File: config.mk
export PLATFORM = sky130hd
export DESIGN_NAME = imm_gen_pipe_flat
export DESIGN_NICKNAME = d
export VERILOG_FILES = /design/src/rtl/imm_pkg.sv /design/src/rtl/imm_gen_pipe_if.sv /design/src/rtl/imm_decode.sv /design/src/rtl/imm_gen_pipe.sv /design/src/flat_wrapper.sv
export SDC_FILE = /design/constraint.sdc
export NUM_CORES = 1
export LEC_CHECK = 0
export BUFFER_PORTS_ARGS = -buffer_cell sky130_fd_sc_hd__buf_2
export CORE_UTILIZATION = 35
export CTS_CLUSTER_SIZE = 20
export DETAILED_ROUTE_END_ITERATION = 10
export GPL_ROUTABILITY_DRIVEN = 0
export PLACE_DENSITY_LB_ADDON = 0.05
export SYNTH_ARGS = -nofsm -noshare
export SYNTH_HDL_FRONTEND = slang
export SYNTH_SLANG_ARGS = --single-unit
File: constraint.sdc
create_clock -name clk -period 3.35 [get_ports clk]
set_clock_uncertainty 0.1 [all_clocks]
set_input_delay 0.1675 -clock clk [delete_from_list [all_inputs] [get_ports clk]]
set_output_delay 0.1675 -clock clk [all_outputs]
set_load 0.02 [all_outputs]
File: src/rtl/imm_pkg.sv
// imm_pkg: shared opcodes, format codes and immediate helpers
// for the imm_gen_pipe decode-stage immediate generator.
package imm_pkg;

  localparam int XLEN_DEF = 32;

  localparam logic [6:0] OPC_LOAD   = 7'b0000011;
  localparam logic [6:0] OPC_OPIMM  = 7'b0010011;
  localparam logic [6:0] OPC_JALR   = 7'b1100111;
  localparam logic [6:0] OPC_MISC   = 7'b0001111;
  localparam logic [6:0] OPC_SYSTEM = 7'b1110011;
  localparam logic [6:0] OPC_STORE  = 7'b0100011;
  localparam logic [6:0] OPC_BRANCH = 7'b1100011;
  localparam logic [6:0] OPC_LUI    = 7'b0110111;
  localparam logic [6:0] OPC_AUIPC  = 7'b0010111;
  localparam logic [6:0] OPC_JAL    = 7'b1101111;
  localparam logic [6:0] OPC_OP     = 7'b0110011;

  typedef enum logic [2:0] {
    FMT_I    = 3'd0,
    FMT_S    = 3'd1,
    FMT_B    = 3'd2,
    FMT_U    = 3'd3,
    FMT_J    = 3'd4,
    FMT_Z    = 3'd5,
    FMT_NONE = 3'd6,
    FMT_BAD  = 3'd7
  } imm_fmt_t;

  function automatic logic [31:0] imm_i(
    input logic [31:0] inst
  );
    return {{20{inst[31]}}, inst[31:20]};
  endfunction

  function automatic logic [31:0] imm_s(
    input logic [31:0] inst
  );
    return {{20{inst[31]}},
            inst[31:25], inst[11:7]};
  endfunction

  function automatic logic [31:0] imm_b(
    input logic [31:0] inst
  );
    return {{19{inst[31]}}, inst[31],
            inst[7], inst[30:25],
            inst[11:8], 1'b0};
  endfunction

  function automatic logic [31:0] imm_u(
    input logic [31:0] inst
  );
    return {inst[31:12], 12'b0};
  endfunction

  function automatic logic [31:0] imm_j(
    input logic [31:0] inst
  );
    return {{11{inst[31]}}, inst[31],
            inst[19:12], inst[20],
            inst[30:21], 1'b0};
  endfunction

endpackage

File: src/rtl/imm_gen_pipe_if.sv
// imm_gen_pipe_if: upstream/downstream handshake bundle;
// master = pipeline neighbours, slave = imm_gen_pipe.
interface imm_gen_pipe_if
  import imm_pkg::*;
#(
  parameter int XLEN = XLEN_DEF
);

  logic            in_valid;
  logic            in_ready;
  logic [31:0]     in_inst;
  logic [XLEN-1:0] in_pc;

  logic            out_valid;
  logic            out_ready;
  logic [XLEN-1:0] out_imm;
  logic [2:0]      out_fmt;
  logic [XLEN-1:0] out_target;
  logic [XLEN-1:0] out_pc;
  logic            out_illegal;

  modport master (
    output in_valid,
    output in_inst,
    output in_pc,
    output out_ready,
    input  in_ready,
    input  out_valid,
    input  out_imm,
    input  out_fmt,
    input  out_target,
    input  out_pc,
    input  out_illegal
  );

  modport slave (
    input  in_valid,
    input  in_inst,
    input  in_pc,
    input  out_ready,
    output in_ready,
    output out_valid,
    output out_imm,
    output out_fmt,
    output out_target,
    output out_pc,
    output out_illegal
  );

endinterface

File: src/rtl/imm_decode.sv
// imm_decode: combinational inst -> {imm, fmt, illegal}.
// Optional CSR-immediate decode enabled by IMM_ZICSR_EN.
module imm_decode
  import imm_pkg::*;
#(
  parameter int XLEN = XLEN_DEF
) (
  input  logic [31:0]     inst,
  output logic [XLEN-1:0] imm,
  output imm_fmt_t        fmt,
  output logic            illegal
);

  logic [6:0]  opc;
  logic [31:0] imm32;
  logic        is_sys;
  logic        is_z;
  logic        is_i;
  logic        is_s;
  logic        is_b;
  logic        is_u;
  logic        is_j;
  logic        is_op;

  assign opc    = inst[6:0];
  assign is_sys = (opc == OPC_SYSTEM);

`ifdef IMM_ZICSR_EN
  assign is_z = is_sys && inst[14];
`else
  assign is_z = 1'b0;
`endif

  assign is_i = ((opc == OPC_LOAD)  ||
                 (opc == OPC_OPIMM) ||
                 (opc == OPC_JALR)  ||
                 (opc == OPC_MISC)  ||
                 is_sys) && !is_z;
  assign is_s  = (opc == OPC_STORE);
  assign is_b  = (opc == OPC_BRANCH);
  assign is_u  = (opc == OPC_LUI) ||
                 (opc == OPC_AUIPC);
  assign is_j  = (opc == OPC_JAL);
  assign is_op = (opc == OPC_OP);

  // format select; full 7-bit compares also reject inst[1:0]!=11
  always_comb begin
    imm32   = 32'd0;
    fmt     = FMT_BAD;
    illegal = 1'b0;
    unique case (1'b1)
      is_z: begin
        imm32 = {27'd0, inst[19:15]};
        fmt   = FMT_Z;
      end
      is_i: begin
        imm32 = imm_i(inst);
        fmt   = FMT_I;
      end
      is_s: begin
        imm32 = imm_s(inst);
        fmt   = FMT_S;
      end
      is_b: begin
        imm32 = imm_b(inst);
        fmt   = FMT_B;
      end
      is_u: begin
        imm32 = imm_u(inst);
        fmt   = FMT_U;
      end
      is_j: begin
        imm32 = imm_j(inst);
        fmt   = FMT_J;
      end
      is_op: begin
        fmt = FMT_NONE;
      end
      default: begin
        fmt     = FMT_BAD;
        illegal = 1'b1;
      end
    endcase
  end

  assign imm = XLEN'($signed(imm32));

endmodule

File: src/rtl/imm_gen_pipe.sv
// imm_gen_pipe: registered immediate generator with a one-entry
// skid buffer; IMM_ZICSR_EN adds CSR-immediate (fmt Z) decode.
module imm_gen_pipe
  import imm_pkg::*;
#(
  parameter int XLEN = XLEN_DEF
) (
  input  logic         clk,
  input  logic         rst_n,
  input  logic         flush,
  imm_gen_pipe_if.slave bus
);

  typedef struct packed {
    logic [XLEN-1:0] imm;
    logic [XLEN-1:0] target;
    logic [XLEN-1:0] pc;
    imm_fmt_t        fmt;
    logic            illegal;
  } ent_t;

  localparam ent_t ENT_RST = '{
    imm:     '0,
    target:  '0,
    pc:      '0,
    fmt:     FMT_NONE,
    illegal: 1'b0
  };

  logic [XLEN-1:0] dec_imm;
  imm_fmt_t        dec_fmt;
  logic            dec_ill;
  ent_t            dec_e;

  ent_t out_q;
  ent_t out_d;
  ent_t skid_q;
  ent_t skid_d;
  logic out_v;
  logic out_v_d;
  logic skid_v;
  logic skid_v_d;
  logic rdy_q;

  logic acc_in;
  logic out_fire;

  imm_decode #(
    .XLEN (XLEN)
  ) u_dec (
    .inst    (bus.in_inst),
    .imm     (dec_imm),
    .fmt     (dec_fmt),
    .illegal (dec_ill)
  );

  // pack the decoded entry; target wraps mod 2^XLEN
  always_comb begin
    dec_e         = ENT_RST;
    dec_e.imm     = dec_imm;
    dec_e.target  = bus.in_pc + dec_imm;
    dec_e.pc      = bus.in_pc;
    dec_e.fmt     = dec_fmt;
    dec_e.illegal = dec_ill;
  end

  assign acc_in   = bus.in_valid && rdy_q;
  assign out_fire = out_v && bus.out_ready;

  // next state of output slot and skid; flush wins
  always_comb begin
    out_v_d  = out_v;
    skid_v_d = skid_v;
    out_d    = out_q;
    skid_d   = skid_q;
    if (flush) begin
      out_v_d  = 1'b0;
      skid_v_d = 1'b0;
    end else if (skid_v) begin
      if (out_fire) begin
        out_d    = skid_q;
        skid_v_d = 1'b0;
      end
    end else if (acc_in) begin
      if (!out_v || bus.out_ready) begin
        out_d   = dec_e;
        out_v_d = 1'b1;
      end else begin
        skid_d   = dec_e;
        skid_v_d = 1'b1;
      end
    end else if (out_fire) begin
      out_v_d = 1'b0;
    end
  end

  // valid flags and registered ready
  always_ff @(posedge clk or negedge rst_n) begin
    if (!rst_n) begin
      out_v  <= 1'b0;
      skid_v <= 1'b0;
      rdy_q  <= 1'b1;
    end else begin
      out_v  <= out_v_d;
      skid_v <= skid_v_d;
      rdy_q  <= !skid_v_d;
    end
  end

  // entry payload registers
  always_ff @(posedge clk or negedge rst_n) begin
    if (!rst_n) begin
      out_q  <= ENT_RST;
      skid_q <= ENT_RST;
    end else begin
      out_q  <= out_d;
      skid_q <= skid_d;
    end
  end

  assign bus.in_ready    = rdy_q;
  assign bus.out_valid   = out_v;
  assign bus.out_imm     = out_q.imm;
  assign bus.out_fmt     = out_q.fmt;
  assign bus.out_target  = out_q.target;
  assign bus.out_pc      = out_q.pc;
  assign bus.out_illegal = out_q.illegal;

endmodule

File: src/flat_wrapper.sv
// flat-port wrapper written by rule: the top's interface ports become plain ports
module imm_gen_pipe_flat import imm_pkg::*;
#(
  parameter int XLEN = XLEN_DEF
)
  (clk, rst_n, flush, bus_in_valid, bus_in_inst, bus_in_pc, bus_out_ready, bus_in_ready, bus_out_valid, bus_out_imm, bus_out_fmt, bus_out_target, bus_out_pc, bus_out_illegal);
  imm_gen_pipe_if #(.XLEN(XLEN)) bus_i ();
  input  logic clk;
  input  logic rst_n;
  input  logic flush;
  input wire logic [$bits(bus_i.in_valid)-1:0] bus_in_valid;
  input wire logic [$bits(bus_i.in_inst)-1:0] bus_in_inst;
  input wire logic [$bits(bus_i.in_pc)-1:0] bus_in_pc;
  input wire logic [$bits(bus_i.out_ready)-1:0] bus_out_ready;
  output wire logic [$bits(bus_i.in_ready)-1:0] bus_in_ready;
  output wire logic [$bits(bus_i.out_valid)-1:0] bus_out_valid;
  output wire logic [$bits(bus_i.out_imm)-1:0] bus_out_imm;
  output wire logic [$bits(bus_i.out_fmt)-1:0] bus_out_fmt;
  output wire logic [$bits(bus_i.out_target)-1:0] bus_out_target;
  output wire logic [$bits(bus_i.out_pc)-1:0] bus_out_pc;
  output wire logic [$bits(bus_i.out_illegal)-1:0] bus_out_illegal;
  assign bus_i.in_valid = bus_in_valid;
  assign bus_i.in_inst = bus_in_inst;
  assign bus_i.in_pc = bus_in_pc;
  assign bus_i.out_ready = bus_out_ready;
  assign bus_in_ready = bus_i.in_ready;
  assign bus_out_valid = bus_i.out_valid;
  assign bus_out_imm = bus_i.out_imm;
  assign bus_out_fmt = bus_i.out_fmt;
  assign bus_out_target = bus_i.out_target;
  assign bus_out_pc = bus_i.out_pc;
  assign bus_out_illegal = bus_i.out_illegal;
  imm_gen_pipe #(.XLEN(XLEN)) u_core (.clk(clk), .rst_n(rst_n), .flush(flush), .bus(bus_i));
endmodule
==> results.yml, run 1 <==
outcome:
  status: "finished, final reports clean"
finish:
  final_cells: 1951
  n_fill_cell: 2915
  seqCellArea_um2: 5090
  num-nets-final: 1640
  area_delta_synth_final_pct: 33.5
  fin_area_um2: 14300
  drive_gt1_share_pct: 26.0
  multi_input_area_um2: 5320
synthesis:
  synth_most_common_cell: "nand2_1"
  synthTopCellsByArea: "dfrtp_1 46%, nand2_1 12%, o21ai_0 6.9%, mux2i_1 6.4%, a21oi_1 3.7%"
  synth.avg_cell_area_um2: 8.84
  ys_seq_area_share_pct: 47.3
  ys_top_cells_by_count: "330 x nand2_1, 198 x dfrtp_1, 149 x o21ai_0"
  ys_warn_count: 0
  yosys.area.top_type: "dfrtp_1"
  ys.flop_type: "dfrtp_1"
  ys_ff_latch: 203
  synth.distinct_cells: 68
  synth_area_um2: 10700
  postSynthNetCount: 1317
  yosysTopAreaCellShare_pct: 46.1
  syn_inst: 1216
  synthArstFlopShare_pct: 100
  synth_edf_count: 0
floorplan:
  coreArea_um2: 30000
  rows: 63
  die_height_um: 177
  ios: 171
  die_w_um: 177
  start_util_pct: 35.9
  die_area_um2: 31400
worst_setup_path:
  end_kind: "flop"
  r2r-end: "u_core.bus.out_target[2]"
  reg2reg_slack_ns: 0.97
  start_kind: "input pin"
  crit_type: "input pin to flop"
  crit_required_ns: 3.66
  reg2reg_depth: 5
  critPathTopFamily: "compound AO/OA/AOI/OAI gates"
  crit_top_cell: "a21oi_1"
  crit_chain: "dlygate4sd3_1 -> buf_2 -> nand2_1 -> a21oi_2 -> buf_4 -> a21oi_1 -> inv_1 -> ha_1 -> a21oi_1 -> o21ai_1 -> a21o_1 -> a21oi_1 -> o21ai_0 -> a221oi_1 -> buf_4 -> mux2i_1 -> nand3_1"
  crit_slowest_cell: "dlygate4sd3_1"
  crit_buf_inv: 5
  cp_max_fo: 6
  r2r_start: "u_core.bus.out_valid"
  max_stage_delay_ns: 0.54
  crit_arrival_ns: 3.45
sta:
  setup_viol: 0
  maxSlewViolCount: 0
  hold_violations: 0
  fmax_ghz: 0.318
  hold-worst-slack_ns: 0.0184
  postLayoutSetupSlackWorst_ns: 0.205
  grt_setup_unrepaired: "false"
  tightest_slew_ns: 1.06
  period_needed_ns: 3.14
  maxSlewHeadroom_pct: 29.1
  finalCritPeriodShare_pct: 93.9
routing:
  dr.pass1.iters: 4
  drtAntennaViolNets: 0
  vias: 9512
  wl_met3_mm: 1.25
  wl_met2_mm: 15.2
  top_layer_used: "met4"
  drt_iter0_markers: 502
  drt-total-wl_mm: 33.3
  remaining_drc_errors: 0
  wire_per_inst_um: 17.0
  avgViaCountPerCell: 4.88
  drt-met1-wl_mm: 16.2
clock_network:
  cts-htree-levels: 1
  cts_buffers: 25
  clk_latency_ns: 0.53
  root_buffer: "clkbuf_16"
  clk_pin_slew_worst_paths_ns: 0.06
  postCtsSetupRepairBufs: 0
  cts_tree: "done"
  cts.sinks: 203
  clockBufferDepth: 3
grt:
  grt_usage_pct: 21.4
  grt_pass1_vias: 9268
  grt_first_pass_wirelength_mm: 52.5
  grt_overflow: 0
  grt_max_degree: 104
  antenna_found_initial: 3
min_path:
  min_to: "u_core.skid_v"
  min-delay-start: "bus_in_valid"
  hold_class: "input pin to flop"
  whs_path_depth: 4
job:
  max_cap_viol_count: 0
power:
  p_per_area_nw_per_um2: 535
  power_mw: 7.67
  p_leak_nw: 7.29
  vdd_ir_drop_max_v: 0.000319
placed_design:
  dp_hpwl_mm: 24.2
  dpl-instance-area_um2: 13000
  placed_cells: 1855
  portBuffers: 170
  post-place-ws_ns: -0.578
report_power, final:
group / internal (mW) / switching, mW
clock network: 1.60 / 1.08
registers: 2.97 / 0.273
logic: 0.675 / 1.07
registers in the layout, summed over array words and instances (netlist names):
register                count
u_core.skid_q             100
u_core.bus.out_imm         32
u_core.bus.out_pc          32
u_core.bus.out_target      32
u_core.bus.out_fmt          3
u_core.bus.in_ready         1
u_core.bus.out_illegal      1
u_core.bus.out_valid        1
u_core.skid_v               1
cell families after synthesis:
group | count (synthesis) | synth area share, %
AO/OA/AOI/OAI | 318 | 17.6
XOR/XNOR | 31 | 2.53
adder cells (fa/ha/maj) | 32 | 3.79
buffers and inverters | 97 | 3.59
flip-flops | 203 | 47.3
multiplexers | 77 | 7.30
AND/OR/NAND/NOR | 458 | 17.9
layer usage:
| metal | up-vias | GRT usage, % |
|---|---|---|
| met5 | - | 0 |
| met3 | 43 | 2.71 |
| met2 | 175 | 34.2 |
| li1 | 4820 | - |
| met4 | 0 | 5.06 |
| met1 | 4474 | 30.5 |
per-stage QoR:
| step | util (%) | setup TNS [ns] |
|---|---|---|
| floorplan | - | 0 |
| global placement | 43.5 | -16.99 |
| detailed placement | 43.5 | -16.67 |
| CTS | 47.8 | 0 |
| global route | 47.9 | 0 |
| finish | 47.9 | 0 |
cell usage in the layout (no fill, tap or decap), types with 8 or more instances in the layout:
cell type      count
buf_4            148
ha_1              31
dfrtp_1          197
nand2_1          330
xnor2_1           15
buf_2            169
clkbuf_16         25
o21ai_1            9
mux2i_1           69
a21oi_1           77
a21o_1            25
inv_1             23
nor3b_1            8
nor3_1            10
dlygate4sd3_1     47
and3_1            10
o21ai_0          147
xor2_1            15
nand3_1           19
nor2_1            52
final cells by class:
cell class                      count  share of cell area (%)
Clock inverter                     12                   0.829
Sequential cell                   203                    35.5
Clock buffer                       34                    4.81
Antenna cell                        3                  0.0523
Timing Repair Buffer              370                    17.7
Multi-Input combinational cell    916                    37.1
Tap cell                          390                    3.40
Inverter                           23                   0.602
worst max path at each step:
stage | slack (ns) | start | to | cells past startpoint
after floorplan | 0.02 | bus_in_inst[4] | u_core.bus.out_target[28] | 16
after global placement | -0.66 | bus_in_inst[2] | u_core.skid_q[65] | 16
after detailed placement | -0.58 | bus_in_inst[2] | u_core.bus.out_target[29] | 16
after CTS | 0.14 | bus_in_inst[5] | u_core.bus.out_target[29] | 16
after global routing | 0.004 | bus_in_inst[31] | u_core.bus.out_target[23] | 18
final | 0.21 | bus_in_inst[31] | u_core.bus.out_target[29] | 17
tightest hold or removal path, stage by stage:
cell,delay (ns)
buf_2,0.12
a31oi_1,0.17
a211o_1,0.12
inv_1,0.04
repair_timing:
action                                  CTS  global route
hold buffers                             47             0
endpoints found under the setup margin    2            13
hold endpoints to repair                139             0
resized for setup                         1             8
pin swaps                                 0             0
(Power assumes the default switching activity.)
==> inputs of run 2 (changes only) <==
- clock period: 3.35 -> 3.56 ns (I/O delays scaled with it)
==> results.yml, run 2 (synthesis results as in run 1) <==
outcome:
  status: "finished, final reports clean"
sta:
  maxSlewViolCount: 0
  setup_viol: 0
  finalCritPeriodShare_pct: 91.3
  period_needed_ns: 3.25
  hold_violations: 0
  tightest_slew_ns: 0.974
  grt_setup_unrepaired: "false"
  hold-worst-slack_ns: 0.0271
  maxSlewHeadroom_pct: 35.1
  fmax_ghz: 0.308
grt:
  grt_overflow: 0
  grt_pass1_vias: 9030
  grt_max_degree: 92
  grt_usage_pct: 20.8
  antenna_found_initial: 0
  grt_first_pass_wirelength_mm: 50.8
finish:
  fin_area_um2: 14100
  regMostFlops: "u_core.skid_q"
  largest_reg_flops: 100
  final_cell_mix: "330 x nand2_1, 197 x dfrtp_1, 169 x buf_2"
  area_delta_synth_final_pct: 31.1
  num-nets-final: 1619
  seqCellArea_um2: 5090
  final_common_cell: "nand2_1"
  drive_gt1_share_pct: 24.7
  n_fill_cell: 2977
  diodes: 0
  multi_input_area_um2: 5290
worst_setup_path:
  crit_arrival_ns: 3.52
  cp_max_fo: 13
  crit_top_cell: "a21oi_1"
  crit_type: "input pin to flop"
  crit_required_ns: 3.82
  crit_slowest_cell: "fa_1"
  max_stage_delay_ns: 0.41
  crit_buf_inv: 2
  end_kind: "flop"
  start_kind: "input pin"
  crit_chain: "buf_2 -> and2b_2 -> a21oi_1 -> or3_1 -> a21oi_1 -> a22oi_1 -> buf_4 -> fa_1 -> nor2b_1 -> o2111ai_1 -> a21boi_2 -> o32a_4 -> a31oi_4 -> o221ai_2 -> xnor2_1 -> o21ai_1"
  reg2reg_slack_ns: 1.17
  critPathTopFamily: "compound AO/OA/AOI/OAI gates"
floorplan:
  die_w_um: 177
  die_height_um: 177
  rows: 63
  start_util_pct: 35.9
  die_area_um2: 31400
  coreArea_um2: 30000
  ios: 171
power:
  p_per_area_nw_per_um2: 507
  vdd_ir_drop_max_v: 0.000337
  p_leak_nw: 7.16
clock_network:
  cts_buffers: 25
  clk_latency_ns: 0.52
  clockBufferDepth: 3
  cts.sinks: 203
  clk_pin_slew_worst_paths_ns: 0.06
  root_buffer: "clkbuf_16"
  cts-htree-levels: 1
  cts_tree: "done"
job:
  max_cap_viol_count: 0
placed_design:
  portBuffers: 170
  dp_hpwl_mm: 23.7
  dpl-instance-area_um2: 12900
routing:
  drt-total-wl_mm: 32.5
  vias: 9431
  avgViaCountPerCell: 4.90
  dr.pass1.iters: 6
  drt_iter0_markers: 578
  wire_per_inst_um: 16.9
  drtAntennaViolNets: 0
  remaining_drc_errors: 0
min_path:
  hold_class: "input pin to flop"
-- run 2: cell count changes in the layout (fill, tap and decap cells not counted), sizes merged --
cell	before	now
dlygate4sd3	47	39
diode	3	0
clkbuf	35	38
clkinvlp	2	1
inv	24	23
clkinv	7	4
buf	322	309
-- run 2: layer usage --
layer  GRT usage, %  wire length [um]  vias up
li1               -                 -     4768
met1           29.1             15500     4431
met2           33.9             15000      185
met3           2.53              1060       47
met4           5.32               831        0
met5              0                 0        -
-- run 2: final cells by class --
type,instances,share of cell area [%]
timing repair buffer,349,16.7
clock inverter,7,0.648
clock buffer,37,4.90
tap,390,3.46
sequential,203,36.1
multi-input combinational,916,37.6
inverter,23,0.613
-- run 2: repair_timing --
item,CTS,global route
gates resized for setup,0,1
setup endpoints to repair,0,1
endpoints found under the hold margin,142,0
setup buffers,0,0
hold buffers,39,0
-- run 2: final timing paths --
check	endpoint	depth (start not counted)	startpoint
worst max-delay path	u_core.skid_q[66]	16	bus_in_inst[2]
max in group asynchronous	u_core.bus.out_fmt[1]	3	rst_n
worst max register to register	u_core.bus.out_imm[5]	4	u_core.skid_v
min in group asynchronous	u_core.skid_q[50]	2	rst_n
worst min-delay path	u_core.skid_q[99]	3	bus_in_inst[31]
worst min register to register	u_core.skid_q[63]	2	u_core.skid_q[63]
-- run 2: power by group --
part	internal, mW	switching, mW	total [mW]
Clock	1.48	0.996	2.48
Combinational	0.618	0.994	1.61
Sequential	2.79	0.263	3.06
-- run 2: worst min-delay path, cell delays in order --
cell,delay [ns]
buf_2,0.12
o31ai_1,0.18
o21ai_0,0.10
-- run 2: stage by stage --
step	instances	total power, mW	TNS, ns	util (%)	setup slack [ns]
3_3_place_gp	1842	4.67	-2.60	43.1	-0.199
2_1_floorplan	1216	4.01	0	-	0.167
4_1_cts	1925	7.23	0	47.0	0.333
5_1_grt	1925	7.54	0	47.0	0.0831
6_report	1925	7.15	0	47.0	0.309
3_5_place_dp	1842	4.70	-3.72	43.1	-0.217
==> inputs of run 3 (changes only) <==
- RECOVER_POWER: default -> 50
==> results.yml, run 3 (synthesis results as in run 1) <==
finish:
  n_fill_cell: 2999
  final_common_cell: "nand2_1"
  final_cells: 1925
  regMostFlops: "u_core.skid_q"
  drive_gt1_share_pct: 21.2
  area_delta_synth_final_pct: 30.1
  fin_util_pct: 46.7
  final_cell_mix: "330 x nand2_1, 197 x dfrtp_1, 149 x o21ai_0"
  num-nets-final: 1619
  largest_reg_flops: 100
  diodes: 0
worst_setup_path:
  worstSetupEndpoint: "u_core.skid_q[66]"
  cp_max_fo: 13
  crit_arrival_ns: 3.51
  crit_type: "input pin to flop"
  critPathLaunch: "bus_in_inst[2]"
  end_kind: "flop"
  start_kind: "input pin"
  r2r-end: "u_core.skid_q[1]"
  r2r_start: "u_core.bus.in_ready"
  reg2reg_slack_ns: 1.15
  crit_required_ns: 3.83
  reg2reg_depth: 5
placed_design:
  dp_hpwl_mm: 23.7
  portBuffers: 170
  placed_cells: 1842
grt:
  grt_overflow: 0
  antenna_found_initial: 0
  grt_usage_pct: 20.8
  grt_first_pass_wirelength_mm: 50.8
  grt_max_degree: 92
  grt_pass1_vias: 9030
min_path:
  hold_class: "input pin to flop"
outcome:
  status: "complete, but fails checks"
  violations: "capacitance limit, slew limit"
routing:
  avgViaCountPerCell: 4.88
  wire_per_inst_um: 16.9
  vias: 9395
  remaining_drc_errors: 0
  wl_met3_mm: 1.14
  drt-total-wl_mm: 32.5
  drt-met1-wl_mm: 15.4
  wl_met2_mm: 15.1
  top_layer_used: "met4"
  dr.pass1.iters: 5
  drt_iter0_markers: 601
  drtAntennaViolNets: 0
sta:
  hold-worst-slack_ns: 0.0276
  period_needed_ns: 3.25
  grt_setup_unrepaired: "false"
  setup_tns_ns: 0
  maxSlewViolCount: 78
  tightest_slew_ns: 1.97
  maxSlewHeadroom_pct: -31.5
  setup_viol: 0
  hold_violations: 0
  finalCritPeriodShare_pct: 91.2
  fmax_ghz: 0.308
clock_network:
  root_buffer: "clkbuf_16"
  postCtsSetupRepairBufs: 0
  cts_tree: "done"
  clk_latency_ns: 0.51
  clockBufferDepth: 3
  cts.sinks: 203
  cts_buffers: 25
  clk_pin_slew_worst_paths_ns: 0.06
  cts-htree-levels: 1
power:
  p_leak_nw: 6.95
  p_clk_share_pct: 34.8
  p_per_area_nw_per_um2: 508
  switching_power_mw: 2.25
  p_sw_share_pct: 31.7
  vdd_ir_drop_max_v: 0.000337
  p_int_mw: 4.86
  power_mw: 7.11
  comb_power_share_pct: 22.1
  power_frac_seq_pct: 43.1
floorplan:
  coreArea_um2: 30000
  die_height_um: 177
  ios: 171
  die_w_um: 177
  rows: 63
  start_util_pct: 35.9
  die_area_um2: 31400
job:
  max_cap_viol_count: 1
run 3: worst min path at each step:
stage	start	end	cells past startpoint	slack [ns]
6_report	bus_in_inst[31]	u_core.skid_q[99]	3	0.03
5_1_grt	bus_in_inst[12]	u_core.skid_q[80]	4	0.05
4_1_cts	bus_in_valid	u_core.skid_v	4	0.002
3_5_place_dp	rst_n	u_core.bus.out_target[12]	1	0.17
3_3_place_gp	rst_n	u_core.bus.out_target[12]	1	0.17
2_1_floorplan	rst_n	u_core.bus.out_fmt[0]	0	-0.22
run 3: per-layer routing:
metal | track usage (%) | up-vias
li1 | - | 4772
met1 | 29.1 | 4389
met5 | 0 | -
met4 | 5.32 | 0
met2 | 33.9 | 187
met3 | 2.53 | 47
run 3: cell type report:
| cell class | instances | area, um^2 | share of cell area, % |
|---|---|---|---|
| tap | 390 | 488 | 3.49 |
| sequential | 203 | 5090 | 36.4 |
| timing repair buffer | 349 | 2250 | 16.1 |
| multi-input combinational | 916 | 5290 | 37.8 |
| clock buffer | 37 | 691 | 4.94 |
| clock inverter | 7 | 91.3 | 0.653 |
| inverter | 23 | 86.3 | 0.617 |
run 3: timing repair:
item                       CTS  global route
hold endpoints to repair   142             0
setup endpoints to repair    0             1
resized for setup            0             1
hold buffers                39             0
run 3: worst max-delay path, cell delays in order:
cell       delay, ns
buf_2           0.22
and2b_2         0.19
a21oi_1         0.06
or3_1           0.30
a21oi_1         0.31
a22oi_1         0.16
buf_4           0.18
fa_1            0.41
nor2b_1         0.17
o2111ai_1       0.19
a21boi_2        0.26
o32a_4          0.27
a31oi_4         0.12
o221ai_2        0.23
xnor2_1         0.17
o21ai_1         0.10
run 3: through the flow:
stage	cell area (um^2)	setup slack, ns
2_1_floorplan	10700	0.167
3_3_place_gp	12900	-0.199
3_5_place_dp	12900	-0.217
4_1_cts	14100	0.333
5_1_grt	14000	0.0831
6_report	14000	0.314
run 3: power groups by stage:
stage                     Clock (mW)  Sequential [mW]  Combinational (mW)
after floorplan                    0             3.33               0.682
after global placement             0             3.09                1.58
after detailed placement           0             3.10                1.60
after CTS                       2.53             3.06                1.64
after global routing            2.61             3.13                1.77
final                           2.47             3.06                1.57
